### src/rtl/serv_alu_seq.sv
// Sequencer that feeds 32-bit operands to a bit/nibble-serial ALU in W-bit chunks
// and reassembles the serial result into a parallel word with a valid/ready handshake.
module serv_alu_seq #(
    parameter int W = 1
) (
    input  logic            clk,
    input  logic            i_rst_n,
    input  logic            i_valid,
    output logic            o_ready,
    input  logic [31:0]     i_rs1,
    input  logic [31:0]     i_op_b,
    input  logic            i_sub,
    input  logic            i_cmp_eq,
    input  logic            i_cmp_sig,
    input  logic [1:0]      i_bool_op,
    input  logic [2:0]      i_rd_sel,
    output logic            o_alu_en,
    output logic            o_alu_cnt0,
    output logic            o_alu_sub,
    output logic            o_alu_cmp_eq,
    output logic            o_alu_cmp_sig,
    output logic [1:0]      o_alu_bool_op,
    output logic [2:0]      o_alu_rd_sel,
    output logic [W-1:0]    o_alu_rs1,
    output logic [W-1:0]    o_alu_op_b,
    output logic [W-1:0]    o_alu_buf,
    input  logic [W-1:0]    i_alu_rd,
    input  logic            i_alu_cmp,
    output logic            o_valid,
    output logic [31:0]     o_rd,
    output logic            o_cmp,
    input  logic            i_ready
);

    localparam int N  = 32 / W;
    localparam int CW = (N > 1) ? $clog2(N) : 1;
    localparam logic [CW-1:0] CNT_LAST = CW'(N - 1);

    localparam logic [1:0] ST_IDLE = 2'd0;
    localparam logic [1:0] ST_RUN  = 2'd1;
    localparam logic [1:0] ST_DONE = 2'd2;

    logic [1:0]    state_q, state_d;
    logic [CW-1:0] cnt_q, cnt_d;
    logic [31:0]   rs1_q, rs1_d;
    logic [31:0]   opb_q, opb_d;
    logic [31:0]   res_q, res_d;
    logic          cmp_q, cmp_d;
    logic          sub_q, sub_d;
    logic          cmp_eq_q, cmp_eq_d;
    logic          cmp_sig_q, cmp_sig_d;
    logic [1:0]    bool_op_q, bool_op_d;
    logic [2:0]    rd_sel_q, rd_sel_d;

    logic run;
    assign run = (state_q == ST_RUN);

    always_comb begin
        state_d   = state_q;
        cnt_d     = cnt_q;
        rs1_d     = rs1_q;
        opb_d     = opb_q;
        res_d     = res_q;
        cmp_d     = cmp_q;
        sub_d     = sub_q;
        cmp_eq_d  = cmp_eq_q;
        cmp_sig_d = cmp_sig_q;
        bool_op_d = bool_op_q;
        rd_sel_d  = rd_sel_q;
        case (state_q)
            ST_IDLE: begin
                if (i_valid) begin
                    rs1_d     = i_rs1;
                    opb_d     = i_op_b;
                    res_d     = '0;
                    cnt_d     = '0;
                    sub_d     = i_sub;
                    cmp_eq_d  = i_cmp_eq;
                    cmp_sig_d = i_cmp_sig;
                    bool_op_d = i_bool_op;
                    rd_sel_d  = i_rd_sel;
                    state_d   = ST_RUN;
                end
            end
            ST_RUN: begin
                // Result enters from the top so the first chunk ends up in bits [W-1:0].
                rs1_d = {{W{1'b0}}, rs1_q[31:W]};
                opb_d = {{W{1'b0}}, opb_q[31:W]};
                res_d = {i_alu_rd, res_q[31:W]};
                if (cnt_q == CNT_LAST) begin
                    cmp_d   = i_alu_cmp;
                    state_d = ST_DONE;
                end else begin
                    cnt_d = cnt_q + 1'b1;
                end
            end
            ST_DONE: begin
                if (i_ready) begin
                    state_d = ST_IDLE;
                end
            end
            default: begin
                state_d = ST_IDLE;
            end
        endcase
    end

    always_ff @(posedge clk) begin
        if (!i_rst_n) begin
            state_q   <= ST_IDLE;
            cnt_q     <= '0;
            rs1_q     <= '0;
            opb_q     <= '0;
            res_q     <= '0;
            cmp_q     <= 1'b0;
            sub_q     <= 1'b0;
            cmp_eq_q  <= 1'b0;
            cmp_sig_q <= 1'b0;
            bool_op_q <= 2'b00;
            rd_sel_q  <= 3'b000;
        end else begin
            state_q   <= state_d;
            cnt_q     <= cnt_d;
            rs1_q     <= rs1_d;
            opb_q     <= opb_d;
            res_q     <= res_d;
            cmp_q     <= cmp_d;
            sub_q     <= sub_d;
            cmp_eq_q  <= cmp_eq_d;
            cmp_sig_q <= cmp_sig_d;
            bool_op_q <= bool_op_d;
            rd_sel_q  <= rd_sel_d;
        end
    end

    // Operand chunks are gated so the ALU sees zeros whenever it is not enabled.
    for (genvar gi = 0; gi < W; gi++) begin : g_chunk
        assign o_alu_rs1[gi]  = run & rs1_q[gi];
        assign o_alu_op_b[gi] = run & opb_q[gi];
        assign o_alu_buf[gi]  = 1'b0;
    end

    assign o_ready       = (state_q == ST_IDLE);
    assign o_valid       = (state_q == ST_DONE);
    assign o_alu_en      = run;
    assign o_alu_cnt0    = run & (cnt_q == '0);
    assign o_alu_sub     = sub_q;
    assign o_alu_cmp_eq  = cmp_eq_q;
    assign o_alu_cmp_sig = cmp_sig_q;
    assign o_alu_bool_op = bool_op_q;
    assign o_alu_rd_sel  = rd_sel_q;
    assign o_rd          = res_q;
    assign o_cmp         = cmp_q;

endmodule
### config.mk
export PLATFORM = sky130hd
export DESIGN_NAME = serv_alu_seq
export DESIGN_NICKNAME = d
export VERILOG_FILES = /design/src/rtl/serv_alu_seq.sv
export SDC_FILE = /design/constraint.sdc
export NUM_CORES = 1
export LEC_CHECK = 0
export BUFFER_PORTS_ARGS = -buffer_cell sky130_fd_sc_hd__buf_4
export CAP_MARGIN = 25
export CELL_PAD_IN_SITES_DETAIL_PLACEMENT = 1
export CELL_PAD_IN_SITES_GLOBAL_PLACEMENT = 1
export CORE_MARGIN = 5
export CORE_UTILIZATION = 30
export DETAILED_ROUTE_END_ITERATION = 10
export GPL_TIMING_DRIVEN = 0
export PLACE_DENSITY_LB_ADDON = 0.1
export RECOVER_POWER = 50
export SYNTH_ARGS = -nofsm -noshare
export SYNTH_HDL_FRONTEND = slang
export SYNTH_SLANG_ARGS = --single-unit
### constraint.sdc
create_clock -name clk -period 1.79 [get_ports clk]
set_input_delay 0.0895 -clock clk [delete_from_list [all_inputs] [get_ports clk]]
set_output_delay 0.0895 -clock clk [all_outputs]
set_load 0.02 [all_outputs]
Yosys cells after proc, flatten, opt, wreduce, memory -nomap -nowiden
Cells that the tools add are included.
{ "word_totals": {"ff_bits": 112, "input_bits": 78, "output_inout_bits": 48} }
{ "op_classes": {"add_sub_neg": 1, "eq_ne": 7, "n_mux": 13, "bitwise_logic": 3, "reduce_logical": 8} }
{ "op_table": {"columns": ["op", "count"], "rows": [
  ["$pmux 32 s2", 3],
  ["$mux 32", 3],
  ["$mux 5", 2],
  ["$pmux 5 s2", 1],
  ["$mux 2", 3],
  ["$pmux 2 s3", 1],
  ["$reduce_and 2->1", 3],
  ["$reduce_and 3->1", 2],
  ["$add 5x1->5 const B", 1],
  ["$eq 5x5->1 const B", 1],
  ["$logic_not 5->1", 1],
  ["$ne 2x1->1 const B", 2],
  ["$ne 2x2->1 const B", 2],
  ["$and 1x1->1", 3],
  ["$eq 2x1->1 const B", 1],
  ["$eq 2x2->1 const B", 1],
  ["$logic_not 2->1", 1],
  ["$reduce_bool 2->1", 1]
]} }

Depth between registers and ports, before layout
Gate-level depths: netlist of run 1.
{ "depth": {"word_depth": 3, "mapped_depth": 6} }

Worst setup path after synthesis of run 1
OpenSTA, ideal clock, no wires.
{ "synth_timing": {"kind": "register to register", "startpoint": "register cnt_q[0]", "endpoint": "register cnt_q[3]", "arrival_ps": 1528, "setup_slack_ps": 190, "path_stages_with_launch": 7, "path_buffers": 0, "cell_sequence": "dfxtp_1 -> ha_1 -> and3_1 -> ha_1 -> nand2b_1 -> a211oi_1 -> mux2i_1"} }
{ "synth_via": {"elab_chain_cells": 3, "elab_cells_between_ends": 6, "classes_between": "add/sub: 1; eq/ne: 2; mux: 2; reduce/logical: 1"} }
{ "synth_rtl": {"columns": ["item", "line_no", "source"], "rows": [
  ["start: declaration", "44", "logic [CW-1:0] cnt_q, cnt_d;"],
  ["start signal: assignment", "123", "cnt_q <= cnt_d;"],
  ["$add 5x1->5 / $eq 5x5->1 (equally long branches)", "94, 90", null],
  ["$mux 5 / $ne 2x2->1 (equally long branches)", null, null],
  ["$pmux 5 s2 / $reduce_and 3->1 (equally long branches)", null, null]
]} }
Parallel ways exist; a longest one is shown, timed or not. The select of a mux whose other input is x is not followed.
A chain may end at the register's enable or synchronous reset.

Worst setup path in the final report of run 1
Same ends and word-level chain as after synthesis.

==> out/summary.txt, run 1 <==
cell-internal power = 4.05 mW
critical path launch point type = register
Diodes inserted = 0
power density cells = 880 nW/µm²
leading cell types in the layout, fill and taps excluded = sky130_fd_sc_hd__dfxtp_1, sky130_fd_sc_hd__buf_4, sky130_fd_sc_hd__nand2_1
Post-Syn Nets = 564
slack of the critical path = 0.130 ns
total number of vias = 4065
Slew @ Worst Pin = 0.699 ns
leakage power total = 2.99 nW
Synth-to-Final Area Change = 29.2%
Filler Cells Inserted = 1835
Hold WC Path Type = in -> reg
DRT iter0 DRCs = 116
Placer Congestion = 0.751
Max Fanout on Critical Path = 8
IO buf count = 123
final WL = 13500 µm
leading cell type in the layout, fill and taps excluded = sky130_fd_sc_hd__dfxtp_1
maximum number of pins on one net before global-route repair = 20
post-synthesis sequential area ratio = 0.457
wire length of the first global-routing pass = 21000 µm
clock power share = 0.353
Final nets = 707
total grt overflow = 0
DRT antenna net count = 0
prevailing post-synth register cell = sky130_fd_sc_hd__dfxtp_1
effective utilization at floorplan = 0.308
depth of the CTS H-tree = 3
Clock Tree Buf Depth = 2
worst setup slack before clock tree synthesis = -0.0518 ns
area of the core region = 15900 µm²
final standard cell utilization of the core = 0.397
Post-CTS Setup Bufs = 0
synthesis warning total = 0
count of maximum capacitance violations = 0
Worst VDD drop = 0.000437 V
clock period minus worst slack = 1.66 ns
Crit path arrival time = 1.95 ns
Relative slew margins = 0.533
run status = completed
Setup Skew = 0.00589 ns
fraction of final layout cells with drive strength greater than 1 = 0.208
total number of clock tree sinks = 112
site row count = 46
flops & latches, synth = 112
routed wire length per instance = 16.0 µm
clock tree from TritonCTS = built
required time worst endpoint = 2.08 ns
sum of negative setup slack = 0 ns
final instance area = 6330 µm²
number of antenna violations at the first check in global routing = 0
insertion delay of the later-clocked pin in the worst-skew pair = 0.35 ns
unrepaired setup endpoints after global routing = false
clock root buffer master = sky130_fd_sc_hd__clkbuf_16
clock slew seen by the registers of the worst setup and hold paths = 0.08 ns
area enclosed by the die boundary = 19000 µm²
Comb power frac = 0.157
number of global-route vias before repair = 4168
Synth async-reset ratio = 0
DR DRC count = 0
Inserted Clock Buffers = 9
Flop pwr share = 0.490
per-cell via count in the routed design = 4.80
Switch Pwr = 1.52 mW
cell area after technology mapping = 4900 µm²
post-synthesis average cell area = 10.2 µm²
Top-Level Pins = 126
gate count of the mapped netlist = 483
Die Height = 138 µm
detailed placer's ending HPWL = 9820 µm
kind of critical path = reg -> reg
final setup violating endpoints = 0
Total Power = 5.57 mW
final cycle utilization of the critical path = 0.927
endpoint class of the critical path = register
count of cell types in the netlist = 34
max-slew violation count = 0
share of total power consumed by net switching = 0.273
final hold vios = 0
Max Clock Freq = 602 MHz
GRT Resource Usage Total = 0.140
placed instance area = 6100 µm²
number of detailed-routing iterations run before antenna repair = 4
number of enable-type register cells in the synthesized netlist = 0
overall die width = 138 µm
[power groups by stage]
stage                     sequential [mW]  combinational (mW)  clock, mW
after global placement               2.78               0.863          0
after detailed placement             2.79               0.888          0
final                                2.73               0.876       1.97
after CTS                            2.73               0.907       2.06
after global routing                 2.75               0.964       2.14
after floorplan                      2.78               0.563          0
[cells in the mapped netlist, drive strengths merged, types with 3 or more instances]
library cell | instances | share of area
dfxtp | 112 | 0.46
nand2 | 82 | 0.063
mux2i | 63 | 0.13
o211a | 62 | 0.13
nor2b | 37 | 0.047
a22oi | 35 | 0.054
buf | 27 | 0.039
clkbuf | 17 | 0.013
a21boi | 11 | 0.017
nor2 | 4 | 0.0031
and2 | 3 | 0.0038
ha | 3 | 0.0077
inv | 3 | 0.0023
nand2b | 3 | 0.0038
nand3 | 3 | 0.0031
[layout make-up]
type / instances / area, µm² / share of cell area
sequential: 112 / 2250 / 0.355
inverter: 3 / 11.3 / 0.00178
tap: 216 / 270 / 0.0427
clock buffer: 9 / 225 / 0.0356
clock inverter: 7 / 55.1 / 0.00869
buffer: 44 / 249 / 0.0393
timing repair buffer: 132 / 860 / 0.136
multi-input combinational: 324 / 2420 / 0.382
[final timing paths]
path              slack, ns               end  depth (start not counted)              from
setup / recovery       0.13          cnt_q[3]                          6          cnt_q[0]
hold / removal         0.03             o_cmp                          3         i_alu_cmp
setup reg to reg       0.13          cnt_q[3]                          6          cnt_q[0]
hold reg to reg        0.46  o_alu_bool_op[1]                          2  o_alu_bool_op[1]
[logic make-up after synthesis]
group / synth area share
other cells: 0.000765
flops: 0.457
mux: 0.129
fa+ha+maj: 0.00766
xor+xnor: 0.00357
simple gates: 0.140
buf+inv: 0.0538
compound gates: 0.208
[repair_timing]
item / in CTS / in global routing
hold endpoints to repair: 9 / 0
endpoints found under the setup margin: 1 / 3
hold buffers: 9 / 0
pin swaps: 0 / 1
gates resized for setup: 2 / 9
gates cloned: 0 / 0
[metal layers]
layer,share of wire,up-vias,GRT usage
met4,0.015,0,0.0477
met2,0.47,93,0.231
li1,-,2009,-
met5,0,-,0
met3,0.062,12,0.0340
met1,0.46,1951,0.179
[state kept, by name (all words and copies together) (netlist names)]
| name | cells |
|---|---|
| o_cmp | 1 |
| opb_q | 32 |
| o_alu_bool_op | 2 |
| cnt_q | 5 |
| o_alu_rd_sel | 3 |
| o_alu_cmp_sig | 1 |
| o_alu_sub | 1 |
| o_rd | 32 |
| state_q | 2 |
| o_alu_cmp_eq | 1 |
| rs1_q | 32 |
[stage by stage]
| stage | cells | hold slack, ns |
|---|---|---|
| floorplan | 483 | 0.224 |
| global placement | 822 | 0.343 |
| detailed placement | 822 | 0.352 |
| CTS | 847 | 0.0111 |
| global route | 847 | 0.0254 |
| finish | 847 | 0.0273 |
[worst max-delay path, cell delays in order (launching register included)]
cell                       delay (ns)
sky130_fd_sc_hd__dfxtp_2         0.34
sky130_fd_sc_hd__ha_1            0.22
sky130_fd_sc_hd__and3_4          0.19
sky130_fd_sc_hd__ha_4            0.19
sky130_fd_sc_hd__nand2b_1        0.18
sky130_fd_sc_hd__a211oi_2        0.27
sky130_fd_sc_hd__mux2i_1         0.20
No activity file was read; power rests on OpenSTA's default activity.
==> inputs of run 2 (changes only) <==
CELL_PAD_IN_SITES_DETAIL_PLACEMENT = 2   (was 1)
CELL_PAD_IN_SITES_GLOBAL_PLACEMENT = 2   (was 1)
SETUP_SLACK_MARGIN = 0.05   (was default)
==> run 2 against run 1 <==
  * Register-to-register slack gained 0.02 ns
  * Count of clock-buffer cells in the layout is the same
  * Routed wire length grew 4.6%
  * Global-route usage grew 0.88 points
  * Clock skew grew 0.0014 ns
  * Design area grew 0.53%
  * First-iteration DRC count grew 18%
  * Critical endpoint unchanged
==> out/summary.txt, run 2 (synthesized netlist as in run 1, its figures left out) <==
number of cells on the worst hold path = 3 (unchanged)
endpoint class of the critical path = register
Max Clock Freq = 610 MHz (+1.2%)
maximum number of pins on one net before global-route repair = 22 (+10%)
Relative slew margins = 0.525 (-0.00747)
startpoint of the tightest hold check path = i_alu_rd
number of antenna violations at the first check in global routing = 0 (unchanged)
Filler Cells Inserted = 1778 (-3.1%)
Inserted Clock Buffers = 9 (unchanged)
Worst VDD drop = 0.000430 V (-1.5%)
worst-case register-to-register setup slack = 0.15 ns (+0.02 ns)
critical path launch point type = register
IO buf count = 123 (unchanged)
destination of the worst hold path = o_rd[31]
Top-Level Pins = 126 (unchanged)
depth of the CTS H-tree = 3 (unchanged)
number of global-route vias before repair = 4425 (+6.2%)
area of the core region = 15900 µm² (unchanged)
sum of negative setup slack = 0 ns (unchanged)
total buffers and inverters traversed by the critical path = 0 (unchanged)
clock slew seen by the registers of the worst setup and hold paths = 0.08 ns (about the same)
DRT antenna net count = 0 (unchanged)
Crit path arrival time = 1.93 ns (-0.02 ns)
total grt overflow = 0 (unchanged)
worst r2r path cells = 6 (unchanged)
final hold vios = 0 (unchanged)
wire length of the first global-routing pass = 22200 µm (+5.9%)
detailed placer's ending HPWL = 10400 µm (+5.5%)
clock tree from TritonCTS = built
GRT Resource Usage Total = 0.149 (+0.00876)
Hold WC Path Type = in -> reg
CP max-delay cell = sky130_fd_sc_hd__dfxtp_2
run status = completed
total number of vias = 4079 (+0.34%)
overall die width = 138 µm (unchanged)
cells along the critical path = ha_1 > and3_1 > ha_4 > nand2b_4 > a211oi_2 > mux2i_1
final instance area = 6370 µm² (+0.53%)
area enclosed by the die boundary = 19000 µm² (unchanged)
clock root buffer master = sky130_fd_sc_hd__clkbuf_16
insertion delay of the later-clocked pin in the worst-skew pair = 0.36 ns (about the same)
Diodes inserted = 0 (unchanged)
Setup Skew = 0.00734 ns (+0.00144 ns)
DRT iter0 DRCs = 137 (+18%)
number of detailed-routing iterations run before antenna repair = 4 (unchanged)
power density cells = 889 nW/µm² (+1.0%)
required time worst endpoint = 2.08 ns (about the same)
Slew @ Worst Pin = 0.710 ns (+0.0112 ns)
DR DRC count = 0 (unchanged)
Synth-to-Final Area Change = 29.9%
max incr delay on CP = 0.34 ns (about the same)
final WL = 14200 µm (+4.6%)
placed instance area = 6100 µm² (unchanged)
Max Fanout on Critical Path = 8 (unchanged)
routed wire length per instance = 16.7 µm (+4.4%)
area of the multi-input gates = 2420 µm² (unchanged)
fraction of final layout cells with drive strength greater than 1 = 0.205 (-0.00224)
Die Height = 138 µm (unchanged)
final setup violating endpoints = 0 (unchanged)
end of the worst register-to-register path = cnt_q[3]
clock period minus worst slack = 1.64 ns (-0.0202 ns)
site row count = 46 (unchanged)
Placer Congestion = 0.731 (-2.6%)
kind of critical path = reg -> reg
count of maximum capacitance violations = 0 (unchanged)
final cycle utilization of the critical path = 0.916 (-0.0113)
Final nets = 709 (+0.28%)
leakage power total = 3.01 nW (+0.63%)
per-cell via count in the routed design = 4.80 (+0.11%)
Storage cell area = 2250 µm² (unchanged)
unrepaired setup endpoints after global routing = false
Clock Tree Buf Depth = 2 (unchanged)
family of cells with the greatest summed delay on the critical path = adder cells
leading cell type in the layout, fill and taps excluded = sky130_fd_sc_hd__dfxtp_1
reg-to-reg critical path startpoint = cnt_q[0]
Post-CTS Setup Bufs = 0 (unchanged)
total number of clock tree sinks = 112 (unchanged)
leading cell types in the layout, fill and taps excluded = sky130_fd_sc_hd__dfxtp_1, sky130_fd_sc_hd__buf_4, sky130_fd_sc_hd__nand2_1
effective utilization at floorplan = 0.308 (unchanged)
max-slew violation count = 0 (unchanged)
run 2: report_power, final:
group | switching, mW | internal [mW]
Sequential | 0.0852 | 2.64
Combinational | 0.438 | 0.443
Clock | 1.06 | 0.990
run 2: layout make-up:
type | instances | share of cell area
Buffer | 44 | 0.0387
Clock buffer | 9 | 0.0354
Clock inverter | 7 | 0.0112
Inverter | 3 | 0.00177
Multi-Input combinational cell | 324 | 0.380
Sequential cell | 112 | 0.353
Tap cell | 216 | 0.0424
Timing Repair Buffer | 134 | 0.138
run 2: worst max-delay path by stage:
stage,from,endpoint,slack (ns),cells past startpoint
floorplan,cnt_q[0],cnt_q[3],0.19,6
global placement,cnt_q[0],cnt_q[3],-0.04,6
detailed placement,cnt_q[1],cnt_q[3],-0.06,6
CTS,cnt_q[1],cnt_q[3],0.07,6
global route,state_q[0],o_rd[29],0.03,4
finish,cnt_q[0],cnt_q[3],0.15,6
run 2: worst register-to-register path, cell delays in order, from the launching register on:
cell	delay (ns)
sky130_fd_sc_hd__dfxtp_2	0.34
sky130_fd_sc_hd__ha_1	0.20
sky130_fd_sc_hd__and3_1	0.21
sky130_fd_sc_hd__ha_4	0.19
sky130_fd_sc_hd__nand2b_4	0.15
sky130_fd_sc_hd__a211oi_2	0.27
sky130_fd_sc_hd__mux2i_1	0.20
run 2: per-stage QoR:
stage | instances | hold slack (ns) | utilization | worst slack [ns] | power (mW)
floorplan | 483 | 0.224 | - | 0.190 | 3.34
global placement | 822 | 0.341 | 0.382 | -0.0360 | 3.64
detailed placement | 822 | 0.347 | 0.382 | -0.0594 | 3.68
CTS | 849 | 0.0189 | 0.409 | 0.0732 | 5.78
global route | 849 | 0.0315 | 0.399 | 0.0343 | 5.94
finish | 849 | 0.0297 | 0.399 | 0.150 | 5.66
run 2: per-layer routing:
| layer | wire [µm] | global-route usage | up-vias | share of wire |
|---|---|---|---|---|
| met5 | 0 | 0 | - | 0 |
| met2 | 6940 | 0.258 | 77 | 0.49 |
| met1 | 6420 | 0.180 | 1970 | 0.45 |
| li1 | - | - | 2017 | - |
| met3 | 597 | 0.0314 | 15 | 0.042 |
| met4 | 216 | 0.0560 | 0 | 0.015 |
run 2: what timing repair did:
| action | CTS | global route |
|---|---|---|
| pin swaps | 0 | 1 |
| hold buffers | 11 | 0 |
| hold endpoints to repair | 11 | 0 |
| gates resized for setup | 4 | 4 |
| endpoints found under the setup margin | 2 | 2 |
| cloned | 0 | 0 |
